### src/rtl/lb_reader.sv
// Display-side sprite line-buffer reader: streams one buffer to palette RAM, one pixel per 4-cycle slot.
// Optional macro LB_READ_CLEAR_EN enables the clear-after-read (0xFFF) write in PH2.
`timescale 1ns/1ps
module lb_reader #(
   parameter int unsigned LINE_PIXELS = 192
) (
   input  logic        CLK_24M,
   input  logic        RESET,
   input  logic        H_START,
   input  logic        LINE_PARITY,
   input  logic [7:0]  START_ADDR,
   input  logic [11:0] LB_DATA_A,
   input  logic [11:0] LB_DATA_B,
   output logic        LB_SEL,
   output logic        LB_CK,
   output logic        LB_LOAD,
   output logic [7:0]  LB_ADDR_LOAD,
   output logic        LB_WE,
   output logic        LB_CLEARING,
   output logic [11:0] PAL_ADDR,
   output logic        PAL_VALID,
   output logic        LINE_DONE
);

   localparam logic [7:0]  LAST_PIX = 8'(LINE_PIXELS - 1);
   localparam logic [11:0] BACKDROP = 12'hFFF;

   typedef enum logic [1:0] {S_IDLE, S_LOAD, S_RUN, S_DONE} state_t;

   state_t      state_q, state_d;
   logic [1:0]  ph_q, ph_d;
   logic [7:0]  cnt_q, cnt_d;
   logic        sel_q, sel_d;
   logic        ck_q, ck_d;
   logic        load_q, load_d;
   logic [7:0]  addr_load_q, addr_load_d;
   logic        we_q, we_d;
   logic        clr_q, clr_d;
   logic [11:0] pal_addr_q, pal_addr_d;
   logic        pal_valid_q, pal_valid_d;
   logic        line_done_q, line_done_d;

   always_comb begin
      state_d     = state_q;
      ph_d        = ph_q;
      cnt_d       = cnt_q;
      sel_d       = sel_q;
      addr_load_d = addr_load_q;
      pal_addr_d  = pal_addr_q;
      pal_valid_d = pal_valid_q;
      line_done_d = 1'b0;
      ck_d        = 1'b0;
      load_d      = 1'b1;
      we_d        = 1'b1;
      clr_d       = 1'b0;

      case (state_q)
         S_IDLE: begin
            if (H_START) begin
               state_d     = S_LOAD;
               ph_d        = 2'd0;
               sel_d       = LINE_PARITY;
               addr_load_d = START_ADDR;
            end
         end
         S_LOAD: begin
            ph_d = ph_q + 2'd1;
            if (ph_q == 2'd3) begin
               state_d = S_RUN;
               cnt_d   = 8'd0;
            end
         end
         S_RUN: begin
            ph_d = ph_q + 2'd1;
            if (ph_q == 2'd1) begin
               pal_addr_d  = sel_q ? LB_DATA_B : LB_DATA_A;
               pal_valid_d = 1'b1;
            end
            if (ph_q == 2'd3) begin
               cnt_d = cnt_q + 8'd1;
               if (cnt_q == LAST_PIX) begin
                  state_d     = S_DONE;
                  line_done_d = 1'b1;
                  pal_valid_d = 1'b0;
                  pal_addr_d  = BACKDROP;
               end
            end
         end
         default: begin
            state_d = S_IDLE;
            ph_d    = 2'd0;
            cnt_d   = 8'd0;
         end
      endcase

      // Buffer controls are registered, so derive them from the state being entered.
      case (state_d)
         S_LOAD: begin
            load_d = 1'b0;
            ck_d   = (ph_d == 2'd3);
         end
         S_RUN: begin
            ck_d = (ph_d == 2'd3);
`ifdef LB_READ_CLEAR_EN
            if (ph_d == 2'd2) begin
               we_d  = 1'b0;
               clr_d = 1'b1;
            end
`endif
         end
         default: ;
      endcase
   end

   always_ff @(posedge CLK_24M or posedge RESET) begin
      if (RESET) begin
         state_q     <= S_IDLE;
         ph_q        <= 2'd0;
         cnt_q       <= 8'd0;
         sel_q       <= 1'b0;
         ck_q        <= 1'b0;
         load_q      <= 1'b1;
         addr_load_q <= 8'd0;
         we_q        <= 1'b1;
         clr_q       <= 1'b0;
         pal_addr_q  <= BACKDROP;
         pal_valid_q <= 1'b0;
         line_done_q <= 1'b0;
      end else begin
         state_q     <= state_d;
         ph_q        <= ph_d;
         cnt_q       <= cnt_d;
         sel_q       <= sel_d;
         ck_q        <= ck_d;
         load_q      <= load_d;
         addr_load_q <= addr_load_d;
         we_q        <= we_d;
         clr_q       <= clr_d;
         pal_addr_q  <= pal_addr_d;
         pal_valid_q <= pal_valid_d;
         line_done_q <= line_done_d;
      end
   end

   assign LB_SEL       = sel_q;
   assign LB_CK        = ck_q;
   assign LB_LOAD      = load_q;
   assign LB_ADDR_LOAD = addr_load_q;
   assign LB_WE        = we_q;
   assign LB_CLEARING  = clr_q;
   assign PAL_ADDR     = pal_addr_q;
   assign PAL_VALID    = pal_valid_q;
   assign LINE_DONE    = line_done_q;

endmodule

### config.mk
export PLATFORM = sky130hd
export DESIGN_NAME = lb_reader
export DESIGN_NICKNAME = d
export VERILOG_FILES = /design/src/rtl/lb_reader.sv
export SDC_FILE = /design/constraint.sdc
export NUM_CORES = 1
export LEC_CHECK = 0
export ABC_AREA = 1
export ABC_CLOCK_PERIOD_IN_PS = 1900
export BUFFER_PORTS_ARGS = -buffer_cell sky130_fd_sc_hd__buf_2
export CORE_MARGIN = 2
export CORE_UTILIZATION = 51
export DETAILED_ROUTE_END_ITERATION = 10
export GPL_TIMING_DRIVEN = 1
export PLACE_DENSITY = 0.89
export SYNTH_ARGS = -nofsm -noshare
export SYNTH_HDL_FRONTEND = slang
export SYNTH_SLANG_ARGS = --single-unit
### constraint.sdc
create_clock -name CLK_24M -period 1.9 [get_ports CLK_24M]
set_input_delay 0.19 -clock CLK_24M [delete_from_list [all_inputs] [get_ports CLK_24M]]
set_output_delay 0.19 -clock CLK_24M [all_outputs]
set_load 0.01 [all_outputs]
Word level (Yosys, flattened, before mapping) --
Cells that the tools add are included. Widths: inputs -> output; s select.
Cells by class: add/sub/neg operators 2, eq/ne operators 10, multiplexer cells 22, bitwise logic cells 1, reductions and logical operators 5
Operators with widths (count):
- $mux 12 | 4
- $pmux 8 s3 | 1
- $mux 8 | 2
- $mux 2 | 5
- $add 8x1->8 const B | 1
- $eq 2x2->1 const B | 4
- $eq 8x8->1 const B | 1
- $mux 1 | 8
- $eq 2x1->1 const B | 3
- $pmux 2 s3 | 1
- $ne 2x2->1 const B | 2
- $pmux 2 s2 | 1
- $reduce_or 2->1 | 2
- $reduce_and 3->1 | 1
- $add 2x1->2 const B | 1
- $logic_not 2->1 | 1
- $reduce_and 2->1 | 1
- $not 1->1 | 1
Storage, ports and cells: register bits 37, bits of input ports 36, output and inout bits 27, word-level logic and storage cells 50

Depth between registers and ports, before layout --
Gate-level depths: netlist of run 1.
depth after elaboration 7, depth in mapped cells 11, gate-level depth less buffers 10

Worst setup path before layout of run 1 --
Ideal clock, no wire load.
path type register to register, start register state_q[0], end register ck_q, in the netlist LB_CK, arrival 1.589 ns, required time 1.814 ns, setup slack 0.225 ns, cell stages (with the launch flop) 12, buffers on the path 1, period minus slack after synthesis 1.675 ns, cells stage by stage dfrtp_1 inv_1 ha_1 buf_6 nand2_4 nor2_4 nand3_4 nand3_1 nand2_1 inv_1 ha_1 nor3_1
On the way: word-level cells in the longest chain between the ends 6, elaborated cells on any way between the ends 15, those cells by class 5 x eq/ne; 7 x mux; 3 x reduce/logical
RTL lines:
- from (decl) | RTL line 30 | state_t state_q, state_d;
- from (signal assigned) | RTL line 130 | state_q <= state_d;
- $mux 2 | RTL line 81 | if (cnt_q == LAST_PIX) begin
- $mux 2 | RTL line 79 | if (ph_q == 2'd3) begin
- $pmux 2 s3 * | RTL line 57 | case (state_q)
- net state_d[0] | RTL line 30
- $eq 2x1->1 / $eq 2x2->1 (equally long branches) | RTL line 97 | case (state_d)
- $reduce_or 2->1 (no source line) *
- $mux 1 *
- net ck_d | RTL line 34 | logic ck_q, ck_d;
- to (signal assigned) | RTL line 134 | ck_q <= ck_d;
- to (decl) | RTL line 34
Mark *: on every way through the listed nets, which the timed path passes. The rest lies on a longest branch. A chain may end at the register's enable or synchronous reset.

Worst setup path after layout of run 1 --
Ends and elaborated chain as after synthesis.

==> flow_summary_export.csv, run 1 <==
group,metric,value,unit
critical_path,path_max_fanout,4,
critical_path,crit_family,"simple AND/OR/NAND/NOR gates",
timing,fmaxAchievable,569,MHz
critical_path,crit_required,2.11,ns
floorplan,fp.dieW,66.7,µm
global_route,grt_overflow,0,
critical_path,endpoint,"LB_CK$_DFF_PP0_",
outcome,run_status,"complete, no violations",
synth,ys_seq_area_frac,0.470,
synth,synth_edf_count,0,
final_layout,syn_to_final_growth,21.7,%
final_layout,stdcell_area,2440,µm²
critical_path,max_stage_delay,0.43,ns
critical_path,r2r_cells,10,
critical_path,crit_buf_inv,2,
synth,synthesis.instances,217,
floorplan,fp.coreArea,3720,µm²
critical_path,worstReg2RegStart,"state_q[0]$_DFF_PP0_",
cts,worstSkewPairLatency,0.28,ns
power_and_ir_drop,total_power,3.63,mW
synth,synthDominantCellAreaShare,0.300,
cts,path_clk_slew,0.07,ns
route,wl_per_cell,12.7,µm
synth,async_flop_share,1.00,
synth,synth_top_area_cell,"dfrtp_1",
floorplan,dieArea,4440,µm²
synth,synth_warnings,0,
final_layout,final_layout_size_suffix_gt1_frac,0.409,
critical_path,cp_common_cell,"inv_1",
critical_path,crit_chain,"inv_1 > ha_2 > nand2_4 > nor2_4 > nand3_4 > nand3_1 > nand2_1 > inv_1 > ha_1 > nor3_1",
timing,slew_violations,0,
floorplan,initial_utilization,0.539,
cts,cts_buffer_depth,2,
cts,cts_root_buffer,"clkbuf_8",
timing,setup_viol,0,
run,cap_violations,0,
placed_design,port_buffers,60,
timing,fin_hold_ws,0.00364,ns
cts,holdBufCountCts,0,
cts,ctsResizeCount,0,
synth,synthTopCellsByCount,"nand2_1, inv_1, dfrtp_1, nor2_1, dfstp_2",
final_layout,fillers,317,
timing,rsz0062_at_grt,"false",
critical_path,r2r_slack,0.14,ns
final_layout,fin_cells,327,
route,drcViolationCount,0,
synth,synth_cell_types,25,
global_route,grt_util_all_layers,0.198,
global_route,antenna_found_initial,0,
route,drt-vias-per-instance,5.10,
route,met1Wirelength,1720,µm
route,met3WireLength,252,µm
timing,fin_skew,0.00445,ns
cts,cts_tree,"built",
critical_path,endpoint_kind,"flop",
synth,syn_area,2000,µm²
placed_design,place_congestion,0.824,
route,wirelength,4150,µm
timing,fin_setup_tns,0,ns
cts,post_cts_buffers,0,
timing,finalHoldViolCount,0,
cts,cts_buffers,5,
critical_path,slowest_stage,"dfrtp_1",
route,topRoutingLayerUsed,"met4",
worst_hold_path,hold_class,"in2async",
cts,cts.sinks,37,
route,drtIter0Drc,59,
synth,syn_nets,262,
global_route,grt_pass1_wl,6590,µm
final_layout,diodes,0,
synth,synthFlopType,"dfrtp_1",
cts,h-tree-depth,2,
critical_path,reg2reg_to,"LB_CK$_DFF_PP0_",
critical_path,crit_type,"reg2reg",
route,firstDrtPassIters,4,
synth,synth-seq-cells,37,
synth,yosys.cell_count.top_type,"nand2_1",
global_route,grt_pass1_vias,1539,
route,vias,1667,
final_layout,nets,323,
critical_path,startpoint_type,"flop",
floorplan,dieHeight,66.7,µm
critical_path,startpoint,"state_q[0]$_DFF_PP0_",
route,antenna_left,0,
timing,min_period,1.76,ns
synth,netlist_top_cells_area,"dfrtp_1, dfstp_2, nand2_1, o211ai_2, ha_1",
placed_design,place_inst,319,
floorplan,rows,22,
timing,timing.final.crit_share,0.925,
power_and_ir_drop,p_per_area,1490,nW/µm²
global_route,grt_max_degree,38,
critical_path,cp.depth,10,
placed_design,placed_cell_area,2310,µm²
critical_path,cp_data_arrival_time,1.96,ns
route,wl_met2,2100,µm
floorplan,ioPinCount,63,
placed_design,hpwl,3110,µm
power_and_ir_drop,vdd_drop_max,0.00110,V
power_and_ir_drop,p_leak,1.28,nW
synth,syn_avg_cell_area,9.23,µm²
-- cell type report --
| cell class | instances | area [µm²] | share of cell area |
|---|---|---|---|
| flip-flops and latches | 37 | 942 | 0.387 |
| multi-input cells | 140 | 872 | 0.358 |
| repair buffers | 64 | 330 | 0.136 |
| inverters | 30 | 113 | 0.0462 |
| clock buffers | 6 | 82.6 | 0.0339 |
| well taps | 48 | 60.1 | 0.0246 |
| clock inverters | 2 | 37.5 | 0.0154 |
-- placed cells by master (no fill, tap or decap) --
cell type / count
nand3_1: 7
nand4_1: 7
dfstp_2: 13
clkbuf_8: 6
o211ai_2: 10
clkinvlp_4: 1
nand2_1: 41
inv_2: 2
nor2_1: 21
dfrtp_1: 24
bufinv_16: 1
o21ai_0: 10
inv_1: 28
o22ai_1: 1
mux2_2: 8
o211ai_1: 2
a21oi_1: 3
conb_1: 2
o21ai_1: 10
nand3_4: 1
nand2_4: 2
ha_1: 8
buf_2: 60
ha_2: 1
nand2_2: 3
nor2_4: 2
nor3_1: 1
buf_4: 4
-- metrics by stage --
stage / setup slack (ns) / utilization
finish: 0.142 / 0.656
global route: 0.00341 / 0.656
CTS: 0.0511 / 0.655
detailed placement: 0.0852 / 0.623
global placement: 0.213 / 0.623
floorplan: 0.225 / -
-- sequential cells by signal, summed over array words and instances, names as in the netlist --
signal and cells:
PAL_ADDR 12, PAL_VALID 1, state_q 2, cnt_q 8
LB_ADDR_LOAD 8, ph_q 2, LB_CK 1, LINE_DONE 1
LB_LOAD 1, LB_SEL 1
-- worst min path at each step --
stage          cells after the start  slack (ns)                           to          start
2_1_floorplan                      1        0.34  LB_ADDR_LOAD[6]$_DFFE_PP0P_  START_ADDR[6]
5_1_grt                            3        0.05  LB_ADDR_LOAD[1]$_DFFE_PP0P_          RESET
4_1_cts                            3        0.01  LB_ADDR_LOAD[1]$_DFFE_PP0P_          RESET
3_5_place_dp                       3        0.33  LB_ADDR_LOAD[7]$_DFFE_PP0P_          RESET
3_3_place_gp                       3        0.31  LB_ADDR_LOAD[2]$_DFFE_PP0P_          RESET
6_report                           3       0.004  LB_ADDR_LOAD[1]$_DFFE_PP0P_          RESET
-- power breakdown --
| group | internal [mW] | leakage (nW) | switching, mW |
|---|---|---|---|
| logic | 0.643 | 0.778 | 0.880 |
| registers | 1.20 | 0.440 | 0.208 |
| clock network | 0.427 | 0.0574 | 0.276 |
| total | 2.27 | 1.28 | 1.36 |
-- cells by family (layout without fill, tap and decap cells) --
group,after synthesis,after routing,synth area share
adders and majority gates,9,9,0.0562
buffers and inverters,40,102,0.0956
other,2,2,0.00375
and+or+nand+nor,85,85,0.199
muxes,8,8,0.0450
AOI/OAI and AO/OA,36,36,0.131
DFF,37,37,0.470
-- tightest hold or removal path, delay by kind of cell --
kind / cells / cell delay (ns)
buffers and inverters: 3 / 0.53
-- metal layers --
layer	vias to the layer above	GRT usage
li1	823	-
met1	773	0.232
met2	62	0.341
met3	9	0.0591
met4	0	0.0765
met5	-	0
No activity file was read; power rests on OpenSTA's default activity.
==> run 2, diff against run 1 <==
--- a/config.mk
+++ b/config.mk
@@ -12,7 +12,7 @@
 export CORE_UTILIZATION = 51
 export DETAILED_ROUTE_END_ITERATION = 10
 export GPL_TIMING_DRIVEN = 1
-export PLACE_DENSITY = 0.89
+export PLACE_DENSITY = 0.84
 export SYNTH_ARGS = -nofsm -noshare
 export SYNTH_HDL_FRONTEND = slang
 export SYNTH_SLANG_ARGS = --single-unit
==> flow_summary_export.csv, run 2 (synthesized netlist as in run 1, its figures left out) <==
group,metric,value,unit
critical_path,r2r_cells,10,
outcome,violations,"negative hold slack",
cts,h-tree-depth,2,
global_route,grt_overflow,0,
placed_design,dp_slack,0.142,ns
final_layout,seq_area,942,µm²
timing,fin_skew,0.00302,ns
final_layout,nets,324,
route,met1Wirelength,1690,µm
global_route,grt_pass1_wl,6930,µm
floorplan,fp.coreArea,3720,µm²
critical_path,slowest_stage,"dfrtp_1",
timing,finalHoldViolCount,5,
timing,setup_viol,0,
route,wl_met2,2140,µm
cts,holdBufCountCts,0,
route,firstDrtPassIters,4,
route,met3WireLength,262,µm
critical_path,crit_type,"reg2reg",
cts,path_clk_slew,0.07,ns
cts,cts_buffer_depth,2,
final_layout,layout.cells.most_common,"buf_2",
route,drtIter0Drc,35,
timing,fin_setup_tns,0,ns
placed_design,place_congestion,0.819,
cts,worstSkewPairLatency,0.29,ns
route,antenna_left,0,
timing,timing.final.crit_share,0.917,
route,wl_per_cell,12.6,µm
power_and_ir_drop,p_sw,1.35,mW
power_and_ir_drop,p_leak,1.28,nW
timing,min_period,1.74,ns
global_route,grt_pass1_vias,1639,
global_route,grt_max_degree,38,
floorplan,dieArea,4440,µm²
critical_path,crit_buf_inv,2,
floorplan,fp.dieW,66.7,µm
route,topRoutingLayerUsed,"met4",
power_and_ir_drop,vdd_drop_max,0.000820,V
final_layout,final_cell_mix,"buf_2, nand2_1, inv_1",
final_layout,syn_to_final_growth,21.9,%
cts,cts_root_buffer,"clkbuf_8",
final_layout,largest_register_ffs,12,
critical_path,crit_family,"simple AND/OR/NAND/NOR gates",
critical_path,cp_data_arrival_time,1.95,ns
critical_path,cp.depth,10,
critical_path,max_stage_delay,0.42,ns
timing,setup_ws,0.157,ns
timing,rsz0062_at_grt,"false",
cts,cts_tree,"built",
cts,cts_buffers,5,
floorplan,rows,22,
power_and_ir_drop,p_int,2.27,mW
final_layout,final_layout_size_suffix_gt1_frac,0.407,
timing,fin_hold_ws,-0.000929,ns
global_route,grt_util_all_layers,0.209,
cts,ctsResizeCount,0,
route,drcViolationCount,0,
route,vias,1663,
route,wirelength,4140,µm
critical_path,startpoint_type,"flop",
cts,post_cts_buffers,0,
power_and_ir_drop,p_seq_frac,0.387,
timing,fmaxAchievable,574,MHz
timing,slew_violations,0,
power_and_ir_drop,switching_share,0.373,
power_and_ir_drop,combPwrFrac,0.418,
power_and_ir_drop,clock_power_share,0.195,
global_route,antenna_found_initial,0,
floorplan,initial_utilization,0.539,
critical_path,crit_chain,"inv_1 > ha_1 > nand2_4 > nor2_4 > nand3_4 > nand3_1 > nand2_1 > inv_1 > ha_1 > nor3_1",
floorplan,dieHeight,66.7,µm
placed_design,hpwl,3050,µm
placed_design,port_buffers,60,
final_layout,multi_input_area,870,µm²
run,cap_violations,0,
critical_path,crit_required,2.11,ns
critical_path,path_max_fanout,4,
worst_hold_path,hold_class,"in2async",
route,drt-vias-per-instance,5.07,
floorplan,ioPinCount,63,
outcome,run_status,"finished with violations",
power_and_ir_drop,p_per_area,1480,nW/µm²
cts,cts.sinks,37,
final_layout,diodes,0,
final_layout,fillers,318,
critical_path,endpoint_kind,"flop",
[run 2: cell types whose count changed in the layout (fill, tap and decap cells not counted), sizes merged]
cell | previous run | this run
buf | 64 | 65
[run 2: power groups by stage]
stage | Combinational [mW] | Sequential, mW | Clock [mW]
CTS | 1.54 | 1.40 | 0.726
global route | 1.70 | 1.45 | 0.754
global placement | 1.48 | 1.40 | 0
finish | 1.51 | 1.40 | 0.707
detailed placement | 1.53 | 1.41 | 0
floorplan | 0.992 | 1.50 | 0
[run 2: path summary, 6_finish.rpt]
path	startpoint	end	slack, ns
max	state_q[0]$_DFF_PP0_	LB_CK$_DFF_PP0_	0.16
min	RESET	LB_ADDR_LOAD[2]$_DFFE_PP0P_	-0.0009
max reg2reg	state_q[0]$_DFF_PP0_	LB_CK$_DFF_PP0_	0.16
min reg2reg	LB_ADDR_LOAD[2]$_DFFE_PP0P_	LB_ADDR_LOAD[2]$_DFFE_PP0P_	0.50
max in group asynchronous	RESET	LB_LOAD$_DFF_PP1_	1.56
min in group CLK_24M	START_ADDR[5]	LB_ADDR_LOAD[5]$_DFFE_PP0P_	0.13
[run 2: cell type report]
class / instances / area share
tap: 48 / 0.0246
inverter: 30 / 0.0461
multi-input combinational: 140 / 0.356
clock inverter: 2 / 0.0154
clock buffer: 6 / 0.0338
timing repair buffer: 65 / 0.138
sequential: 37 / 0.386
[run 2: worst min-delay path, cell delays in order]
cell	delay [ns]
buf_2	0.10
inv_1	0.05
buf_4	0.39
[run 2: metrics by stage]
| step | instances | power (mW) | hold WS, ns | cell area (µm²) | util |
|---|---|---|---|---|---|
| CTS | 328 | 3.67 | 0.0103 | 2440 | 0.657 |
| floorplan | 217 | 2.49 | 0.340 | 2000 | - |
| global placement | 320 | 2.88 | 0.314 | 2320 | 0.625 |
| detailed placement | 320 | 2.94 | 0.333 | 2320 | 0.625 |
| finish | 328 | 3.62 | -0.000929 | 2440 | 0.657 |
| global route | 328 | 3.90 | 0.0478 | 2440 | 0.657 |
[run 2: layer usage]
metal	track usage	up-vias
met2	0.374	50
met1	0.239	791
met3	0.0591	4
met4	0.0689	0
met5	0	-
li1	-	818
